`src/rtl/bp_be_pkg.sv`:
```
// Shared back-end types: processor configuration table, stride prefetcher
// states and the default prefetch degree.
package bp_be_pkg;

  typedef enum logic [0:0] {
    e_bp_default_cfg = 1'b0
  } bp_params_e;

  typedef struct packed {
    int vaddr_width;
    int page_offset_width;
  } bp_proc_param_s;

  typedef enum logic [1:0] {
    e_idle,
    e_arm,
    e_issue
  } bp_be_stride_pf_state_e;

  localparam int pf_degree_gp = 4;

  function automatic bp_proc_param_s bp_cfg_params(input bp_params_e cfg);
    bp_proc_param_s p;
    case (cfg)
      e_bp_default_cfg: p = '{vaddr_width: 39, page_offset_width: 12};
      default:          p = '{vaddr_width: 39, page_offset_width: 12};
    endcase
    return p;
  endfunction

endpackage

```
`src/rtl/bsg_counter_clear_up.sv`:
```
// Up counter with synchronous clear; a clear and an up in one cycle yields 1.
module bsg_counter_clear_up #(
  parameter  int max_val_p    = 4,
  parameter  int init_val_p   = 0,
  localparam int ptr_width_lp = $clog2(max_val_p + 1)
) (
  input  logic                    clk_i,
  input  logic                    reset_i,
  input  logic                    clear_i,
  input  logic                    up_i,
  output logic [ptr_width_lp-1:0] count_o
);

  always_ff @(posedge clk_i) begin
    if (reset_i)
      count_o <= ptr_width_lp'(init_val_p);
    else if (clear_i | up_i)
      count_o <= (clear_i ? '0 : count_o) + ptr_width_lp'(up_i);
  end

endmodule

```
`src/rtl/bsg_dff_en.sv`:
```
// Plain enabled register; reset, when wanted, is folded into en_i/data_i.
module bsg_dff_en #(
  parameter int width_p = 1
) (
  input  logic               clk_i,
  input  logic               en_i,
  input  logic [width_p-1:0] data_i,
  output logic [width_p-1:0] data_o
);

  // NOTE: sequential state is always written with non-blocking assignments.
  always_ff @(posedge clk_i) begin
    if (en_i) data_o <= data_i;
  end

endmodule

```
`src/rtl/bp_be_stride_pf_gen.sv`:
```
// Turns a confirmed load stride into up to pf_degree_p sequential prefetch
// requests, never leaving the page of the load that confirmed the stream.
module bp_be_stride_pf_gen
  import bp_be_pkg::*;
#(
  parameter  bp_params_e     bp_params_p          = e_bp_default_cfg,
  parameter  int             stride_width_p       = 8,
  parameter  int             pf_degree_p          = pf_degree_gp,
  localparam bp_proc_param_s proc_param_lp        = bp_cfg_params(bp_params_p),
  localparam int             vaddr_width_p        = proc_param_lp.vaddr_width,
  localparam int             page_offset_width_gp = proc_param_lp.page_offset_width
) (
  input  logic                      clk_i,
  input  logic                      reset_i,
  input  logic                      stride_v_i,
  input  logic [stride_width_p-1:0] stride_i,
  input  logic [vaddr_width_p-1:0]  pc_i,
  input  logic [vaddr_width_p-1:0]  eff_addr_i,
  input  logic                      start_discovery_i,
  input  logic                      confirm_discovery_i,
  input  logic                      flush_i,
  output logic                      pf_v_o,
  output logic [vaddr_width_p-1:0]  pf_addr_o,
  input  logic                      pf_ready_and_i,
  output logic                      busy_o
);

  localparam int ptr_width_lp  = $clog2(pf_degree_p + 1);
  localparam int page_width_lp = vaddr_width_p - page_offset_width_gp;

  bp_be_stride_pf_state_e state_q, state_d;

  logic [stride_width_p-1:0] stride_q;
  logic [vaddr_width_p-1:0]  pc_unused_q, next_addr_q, next_addr_d;
  logic [page_width_lp-1:0]  base_page_q;
  logic [ptr_width_lp-1:0]   count_lo;

  logic confirm, start, handshake, cross_page, last_issue;
  logic latch_stride, load_stream, advance;

  function automatic logic [vaddr_width_p-1:0] sext(input logic [stride_width_p-1:0] s);
    return {{(vaddr_width_p - stride_width_p){s[stride_width_p-1]}}, s};
  endfunction

  assign confirm    = stride_v_i & confirm_discovery_i;
  assign start      = stride_v_i & start_discovery_i & ~confirm_discovery_i;
  assign cross_page = next_addr_q[vaddr_width_p-1:page_offset_width_gp] != base_page_q;
  assign last_issue = count_lo == ptr_width_lp'(pf_degree_p - 1);

  assign pf_v_o    = ~reset_i & (state_q == e_issue) & ~cross_page;
  assign pf_addr_o = reset_i ? '0 : next_addr_q;
  assign busy_o    = ~reset_i & (state_q != e_idle);
  assign handshake = pf_v_o & pf_ready_and_i;

  // NOTE: every output of this block is defaulted first so no latch is inferred.
  always_comb begin
    state_d      = state_q;
    latch_stride = 1'b0;
    load_stream  = 1'b0;
    advance      = 1'b0;
    if (flush_i) begin
      state_d = e_idle;
      advance = handshake;
    end else if (confirm && (state_q != e_idle)) begin
      // A confirm restarts the stream; a same-cycle handshake is simply consumed.
      if (|stride_i) begin
        latch_stride = 1'b1;
        load_stream  = 1'b1;
        state_d      = e_issue;
      end else begin
        state_d = e_idle;
      end
    end else begin
      case (state_q)
        e_idle: if (start) begin
          latch_stride = 1'b1;
          state_d      = e_arm;
        end
        e_arm:   latch_stride = start;
        e_issue: begin
          advance = handshake;
          if ((handshake && last_issue) || cross_page) state_d = e_idle;
        end
        default: state_d = e_idle;
      endcase
    end
  end

  // NOTE: reset is synchronous and active-high, sampled on the clock edge.
  always_ff @(posedge clk_i) begin
    if (reset_i) state_q <= e_idle;
    else         state_q <= state_d;
  end

  assign next_addr_d = load_stream ? eff_addr_i + sext(stride_i)
                                   : next_addr_q + sext(stride_q);

  // NOTE: datapath flops have no reset pin; reset forces a zero load instead.
  bsg_dff_en #(.width_p(stride_width_p)) stride_reg (
    .clk_i (clk_i),
    .en_i  (reset_i | latch_stride),
    .data_i(reset_i ? '0 : stride_i),
    .data_o(stride_q)
  );

  // The PC identifies the stream for later consumers; nothing reads it here yet.
  bsg_dff_en #(.width_p(vaddr_width_p)) pc_reg (
    .clk_i (clk_i),
    .en_i  (reset_i | latch_stride),
    .data_i(reset_i ? '0 : pc_i),
    .data_o(pc_unused_q)
  );

  bsg_dff_en #(.width_p(vaddr_width_p)) next_addr_reg (
    .clk_i (clk_i),
    .en_i  (reset_i | load_stream | advance),
    .data_i(reset_i ? '0 : next_addr_d),
    .data_o(next_addr_q)
  );

  bsg_dff_en #(.width_p(page_width_lp)) base_page_reg (
    .clk_i (clk_i),
    .en_i  (reset_i | load_stream),
    .data_i(reset_i ? '0 : eff_addr_i[vaddr_width_p-1:page_offset_width_gp]),
    .data_o(base_page_q)
  );

  bsg_counter_clear_up #(.max_val_p(pf_degree_p), .init_val_p(0)) issue_counter (
    .clk_i  (clk_i),
    .reset_i(reset_i),
    .clear_i(load_stream),
    .up_i   (advance),
    .count_o(count_lo)
  );

endmodule

```
`config.mk`:
```
export PLATFORM = sky130hd
export DESIGN_NAME = bp_be_stride_pf_gen
export DESIGN_NICKNAME = d
export VERILOG_FILES = /design/src/rtl/bp_be_pkg.sv /design/src/rtl/bsg_counter_clear_up.sv /design/src/rtl/bsg_dff_en.sv /design/src/rtl/bp_be_stride_pf_gen.sv
export SDC_FILE = /design/constraint.sdc
export NUM_CORES = 1
export LEC_CHECK = 0
export ABC_AREA = 1
export CAP_MARGIN = 20
export CORE_MARGIN = 2
export CORE_UTILIZATION = 53
export CTS_BUF_LIST = sky130_fd_sc_hd__clkbuf_4 sky130_fd_sc_hd__clkbuf_8
export DETAILED_ROUTE_END_ITERATION = 8
export PLACE_DENSITY = 0.8
export RECOVER_POWER = 50
export SYNTH_ARGS = -nofsm -noshare
export SYNTH_HDL_FRONTEND = slang
export SYNTH_SLANG_ARGS = --single-unit
```
`constraint.sdc`:
```
create_clock -name clk_i -period 2.7 [get_ports clk_i]
set_input_delay 0.675 -clock clk_i [delete_from_list [all_inputs] [get_ports clk_i]]
set_output_delay 0.675 -clock clk_i [all_outputs]
set_load 0.01 [all_outputs]
```
# Word-level counts from Yosys, hierarchy flattened

Index checks and enable logic that the tools add are counted.

Register bits: 79
ROM bits: 0
Memories kept: 0
Bits in latches: 0
Memory bits (writable): 0

Reduce and logical (&&, ||, !) cells: 8
Shifts and indexed selects: 0
Bitwise logic cells: 14
Equal/unequal tests: 7
Div/mod/pow operators: 0
Magnitude comparators: 0
Multipliers: 0
Muxes and demuxes: 18
Add/subtract/negate cells: 3

Operator list:

| kind                                                  | number |
|---|---|
| adder 39 bit                                          | 2 |
| two-way mux 39 bit                                    | 2 |
| inequality test 27 bit                                | 1 |
| two-way mux 1 bit                                     | 9 |
| two-way mux 2 bit                                     | 4 |
| OR reduction 8 bit                                    | 1 |
| AND 1 bit                                             | 7 |
| case mux 2 bit (3 select lines)                       | 1 |
| OR 1 bit                                              | 4 |
| adder 3 x 1 -> 3 bit                                  | 1 |
| == test 3 x 2 -> 1 bit, second input constant         | 1 |
| two-way mux 3 bit                                     | 1 |
| inequality test 3 x 1 -> 1 bit, second input constant | 1 |
| inequality test 3 bit, second input constant          | 1 |
| inverter 1 bit                                        | 3 |
| AND reduction 3 bit                                   | 1 |
| == test 2 x 1 -> 1 bit, second input constant         | 1 |
| == test 2 bit, second input constant                  | 1 |
| logical AND 1 bit                                     | 2 |
| logical NOT 2 bit                                     | 1 |
| inequality test 2 bit, second input constant          | 1 |
| case mux 1 bit (2 select lines)                       | 1 |
| nonzero test 2 bit                                    | 1 |
| OR reduction 2 bit                                    | 1 |
| logical OR 1 bit                                      | 1 |

# Longest topological paths before layout

Depth in word-level cells: 9
Depth in mapped cells: 15
Gate-level depth less buffers: 15

# By module

Synthesis repeated with hierarchy kept, for this count alone.

Cell total of the unflattened synthesis: 1,547
Area, all modules: 9,410.3 um^2

Modules (own cells, without submodules):

| module                      | area each (um^2) | instances | cells an instance |
|---|---|---|---|
| bp_be_stride_pf_gen         | 7,009.2          | 1         | 1,445 |
| bsg_dff_en at next_addr_reg | 1,171.1          | 1         | 39 |
| bsg_dff_en at base_page_reg | 810.8            | 1         | 27 |
| bsg_dff_en at stride_reg    | 240.2            | 1         | 8 |
| bsg_counter_clear_up        | 178.9            | 1         | 28 |

# Worst setup path after synthesis

OpenSTA, ideal clock, no wires.

Kind: input-to-reg
Start: input stride_i[1]
End: register next_addr_reg.data_o[0] (enable)
Stages: 5
Slack: -115 ps
Data arrival time: 2,181 ps
Library setup time: 634 ps
Required time: 2,066 ps
Cell sequence: nor4_1 nand2_1 nand2_2 buf_6 nand3_1

Cells in the longest elaborated chain, start to end: 6

Ends and longest elaborated chain:

| item                         | line                       | source |
|---|---|---|
| from (decl)                  | bp_be_stride_pf_gen.sv:16  | `input logic [stride_width_p-1:0] stride_i,` |
| OR reduction 8 bit           | bp_be_stride_pf_gen.sv:66  | `if (\|stride_i) begin` |
| two-way mux 1 bit            | bp_be_stride_pf_gen.sv:66  |  |
| two-way mux 1 bit            | bp_be_stride_pf_gen.sv:64  | `end else if (confirm && (state_q != e_idle)) begin` |
| two-way mux 1 bit            | bp_be_stride_pf_gen.sv:61  | `if (flush_i) begin` |
| OR 1 bit (2 in a row)        | bp_be_stride_pf_gen.sv:116 | `.en_i (reset_i \| load_stream \| advance),` |
| named net next_addr_reg.en_i | bsg_dff_en.sv:6            | `input logic en_i,` |
| to (signal assigned)         | bsg_dff_en.sv:13           | `if (en_i) data_o <= data_i;` |
| to (decl)                    | bsg_dff_en.sv:8            | `output logic [width_p-1:0] data_o` |

The timed path passes the listed nets, and every way through them passes these cells.
A chain may end at the register's enable or synchronous reset.

# Worst setup path in the final report

Start: input stride_i[5]
End: register next_addr_reg.data_o[6], data pin

Cells in the longest elaborated chain, start to end: 5

Ends and longest elaborated chain:

| item                                                 | line                      | source |
|---|---|---|
| branches (longest 4 deep; another with adder 39 bit) | n/a                       |  |
| two-way mux 39 bit *                                 | bp_be_stride_pf_gen.sv:95 | `assign next_addr_d = load_stream ? eff_addr_i + sext(stride_i)` |

Every way passes the cells marked *.

==> flow_metrics.py <==
metrics = {
    "run_status": {
        "run_status": "finished, final reports clean",
    },
    "finish": {
        "finish.cell_count_without_fillers": 2245,
        "num_antenna_cells": 0,
        "drive_above_1_share": 0.145,
        "synthToLayoutAreaGrowth_pct": 29.1,
        "final_net_count": 2179,
    },
    "timing": {
        "worst-slew-pin-transition_ns": 0.618,
        "fmaxAchievable_mhz": 380,
        "finalSetupTns_ns": 0,
        "fin_crit_ns": 2.63,
        "final_clock_skew_ns": 0.0119,
        "timing.max_slew.rel_slack": 0.583,
        "fin_crit_sh": 0.974,
        "final_worst_path_setup_slack_ns": 0.0709,
        "hold_viol": 0,
        "timing.final.max_slew_violations": 0,
        "setup_violations": 0,
    },
    "placed_design": {
        "io_buffer_count": 94,
        "post-place-ws_ns": -0.501,
        "detailed_placer_s_ending_hpwl_mm": 28.3,
        "post-place-cells": 2219,
        "gp_congestion": 1.01,
    },
    "power_and_ir_drop": {
        "part_of_the_power_in_the_clock_network": 0.178,
        "power_per_cell_area_mw_per_mm2": 390,
        "power.share.sequential": 0.306,
        "p_sw_uw": 2120,
        "power.share.switching": 0.414,
        "power.static_leakage_uw": 0.00707,
        "power_frac_comb": 0.516,
        "vdd_drop_max_mv": 0.206,
        "internal_power_uw": 3000,
    },
    "route": {
        "detailedRoute.firstIterationViolations": 838,
        "number_of_search_and_repair_iterations_in_the_first_detailed_routing_pass": 5,
        "post_dr_vias_cell": 5.26,
        "topRoutingLayerUsed": "met4",
        "drc_errors": 0,
        "route.met3.wl_mm": 2.24,
        "residual_antenna_violating_net_count_after_detailed_routing": 0,
        "via_count": 11800,
        "route.final.wire_length_mm": 33.9,
        "wl_per_cell_um": 15.1,
        "met2RoutedLength_mm": 15.9,
        "m1WireLength_mm": 14.9,
    },
    "synth": {
        "synth_area_leaders": "nand2_1, edfxtp_1, inv_1",
        "avgSynthCellArea_um2": 5.79,
        "synth_area_leader_cell": "nand2_1",
        "sequential_share_of_the_synthesized_area": 0.228,
        "yosys.cell_types.count": 42,
        "synthDominantCellAreaShare": 0.220,
        "postSynthCellCount": 1755,
        "synthArstFlopShare": 0,
        "ys_seq_elements": 79,
        "ys_warn_count": 0,
        "synth_area_mm2": 0.0102,
        "synth.top_cells.by_count": "nand2_1, inv_1, nor2_1",
        "synthesis.nets": 1928,
        "dominantRegCellSynth": "edfxtp_1",
        "synth-edff-count": 74,
        "yosysMostFrequentCell": "nand2_1",
    },
    "floorplanning": {
        "core_mm2": 0.0188,
        "core.rowCount": 50,
        "dieArea_mm2": 0.0203,
        "top_level_ports": 134,
        "floorplan.die.height_um": 143,
        "initial_util": 0.542,
        "die_width_um": 143,
    },
    "clocking": {
        "cts_inserted_buffers": 9,
        "clock-root-buffer": "clkbuf_8",
        "path_clk_slew_ns": 0.09,
        "cts.htree.levels": 3,
        "cts_hold_buf": 0,
        "cts.path.max_buffers": 2,
        "clock_insertion_delay_worst_skew_ns": 0.37,
        "tritoncts": "yes",
        "cts.sinks": 79,
    },
    "critical_path": {
        "critical_path_required_ns": 2.81,
        "worstSetupPathType": "input port to flop",
        "critical_path.startpoint_type": "input port",
        "critical_path.max_fanout": 4,
        "timing.critical_path.to_type": "flop",
        "worst_r2r_src": "stride_reg.data_o[7]$_SDFFCE_PP0P_",
        "timing.critical_path.arrival_ns": 2.73,
        "critPathLaunch": "stride_i[5]",
    },
    "grt": {
        "overflow": 0,
        "grt_antenna_before_repair": 0,
        "groute.usage.overall": 0.333,
        "grt_start_max_net_pins": 35,
        "grt_pass1_wl_mm": 52.5,
        "grt_pass1_vias": 10900,
    },
    "run": {
        "max_cap_viol_count": 0,
    },
    "hold_path": {
        "hold_path_class": "flop to flop",
        "hold_path_startpoint": "issue_counter.count_o[1]$_SDFFE_PP0P_",
    },
}
[critical path: stages]
cell and delay (ns):
clkdlybuf4s50_1 0.47, ha_1 0.38, nand2_1 0.15, inv_1 0.05
nand2_1 0.09, nand3_2 0.14, buf_4 0.17, o21ai_0 0.48
a21oi_1 0.13
[flip-flops by register name (all words and copies together) (netlist names)]
register               count
issue_counter.count_o      3
state_q                    2
next_addr_reg.data_o      39
base_page_reg.data_o      27
stride_reg.data_o          8
[power by group through the flow]
stage	combinational [µW]	clock, µW	sequential, µW
3_5_place_dp	2490	0	1590
3_3_place_gp	2440	0	1590
2_1_floorplan	1550	0	1570
4_1_cts	2530	916	1560
5_1_grt	2920	963	1580
6_report	2640	912	1560
[what timing repair did]
item	in CTS	in global routing
cloned	1	0
pin swaps	1	10
resized for setup	12	48
buffers inserted	3	6
endpoints found under the setup margin	10	30
[cell type report]
class                   instances  area (µm²)
multi-input cells            1297        6640
inverters                     356        1340
flip-flops and latches         79        2320
clock inverters                 6        68.8
clock buffers                  10         131
fillers                      1692        5640
repair buffers                263        2340
well taps                     234         293
[worst paths after layout]
path                                                 end  slack, ns  cells after the start
setup / recovery   next_addr_reg.data_o[6]$_SDFFCE_PP0P_       0.07                      9
hold / removal     issue_counter.count_o[1]$_SDFFE_PP0P_       0.52                      2
setup reg to reg  next_addr_reg.data_o[27]$_SDFFCE_PP0P_       0.15                     13
hold reg to reg    issue_counter.count_o[1]$_SDFFE_PP0P_       0.52                      2
[logic make-up after synthesis]
logic type               synth area share
AND/OR/NAND/NOR                     0.409
adder cells (fa/ha/maj)            0.0999
AO/OA/AOI/OAI                       0.104
XOR/XNOR                           0.0146
buffers and inverters               0.145
flip-flops                          0.228
[cell usage in the layout (no fill, tap or decap), types with 5 or more instances in the layout]
cell type        count
o21ai_0             41
or2_2                6
xor2_1               7
nand2_2             13
nand3_2             16
o21ai_1             12
nand3b_1            11
xnor2_1              8
nand3_1             87
nor2_1             220
a21oi_2             14
dfxtp_1              5
nand2_1            588
o21bai_1            12
inv_1              335
buf_4              156
ha_4                 8
nor3_1               9
inv_2               16
buf_12              10
nor2_2              17
edfxtp_1            74
clkdlybuf4s50_1     89
clkbuf_8             9
clkinv_1             5
ha_1                67
nand4_1             18
a21oi_1            113
[metrics by stage]
step	instance area, µm²	util	total power [µW]	hold WS (ns)
finish	13100	0.699	5110	0.522
global route	13100	0.699	5460	0.527
CTS	12900	0.686	5010	0.521
detailed placement	12600	0.671	4080	0.505
global placement	12600	0.671	4030	0.485
floorplan	10200	-	3110	0.466
[routing by layer]
metal | GRT usage | up-vias
li1 | - | 5979
met1 | 0.450 | 5370
met2 | 0.571 | 405
met3 | 0.0259 | 61
met4 | 0.0974 | 0
met5 | 0 | -
No activity file was read; power rests on OpenSTA's default activity.
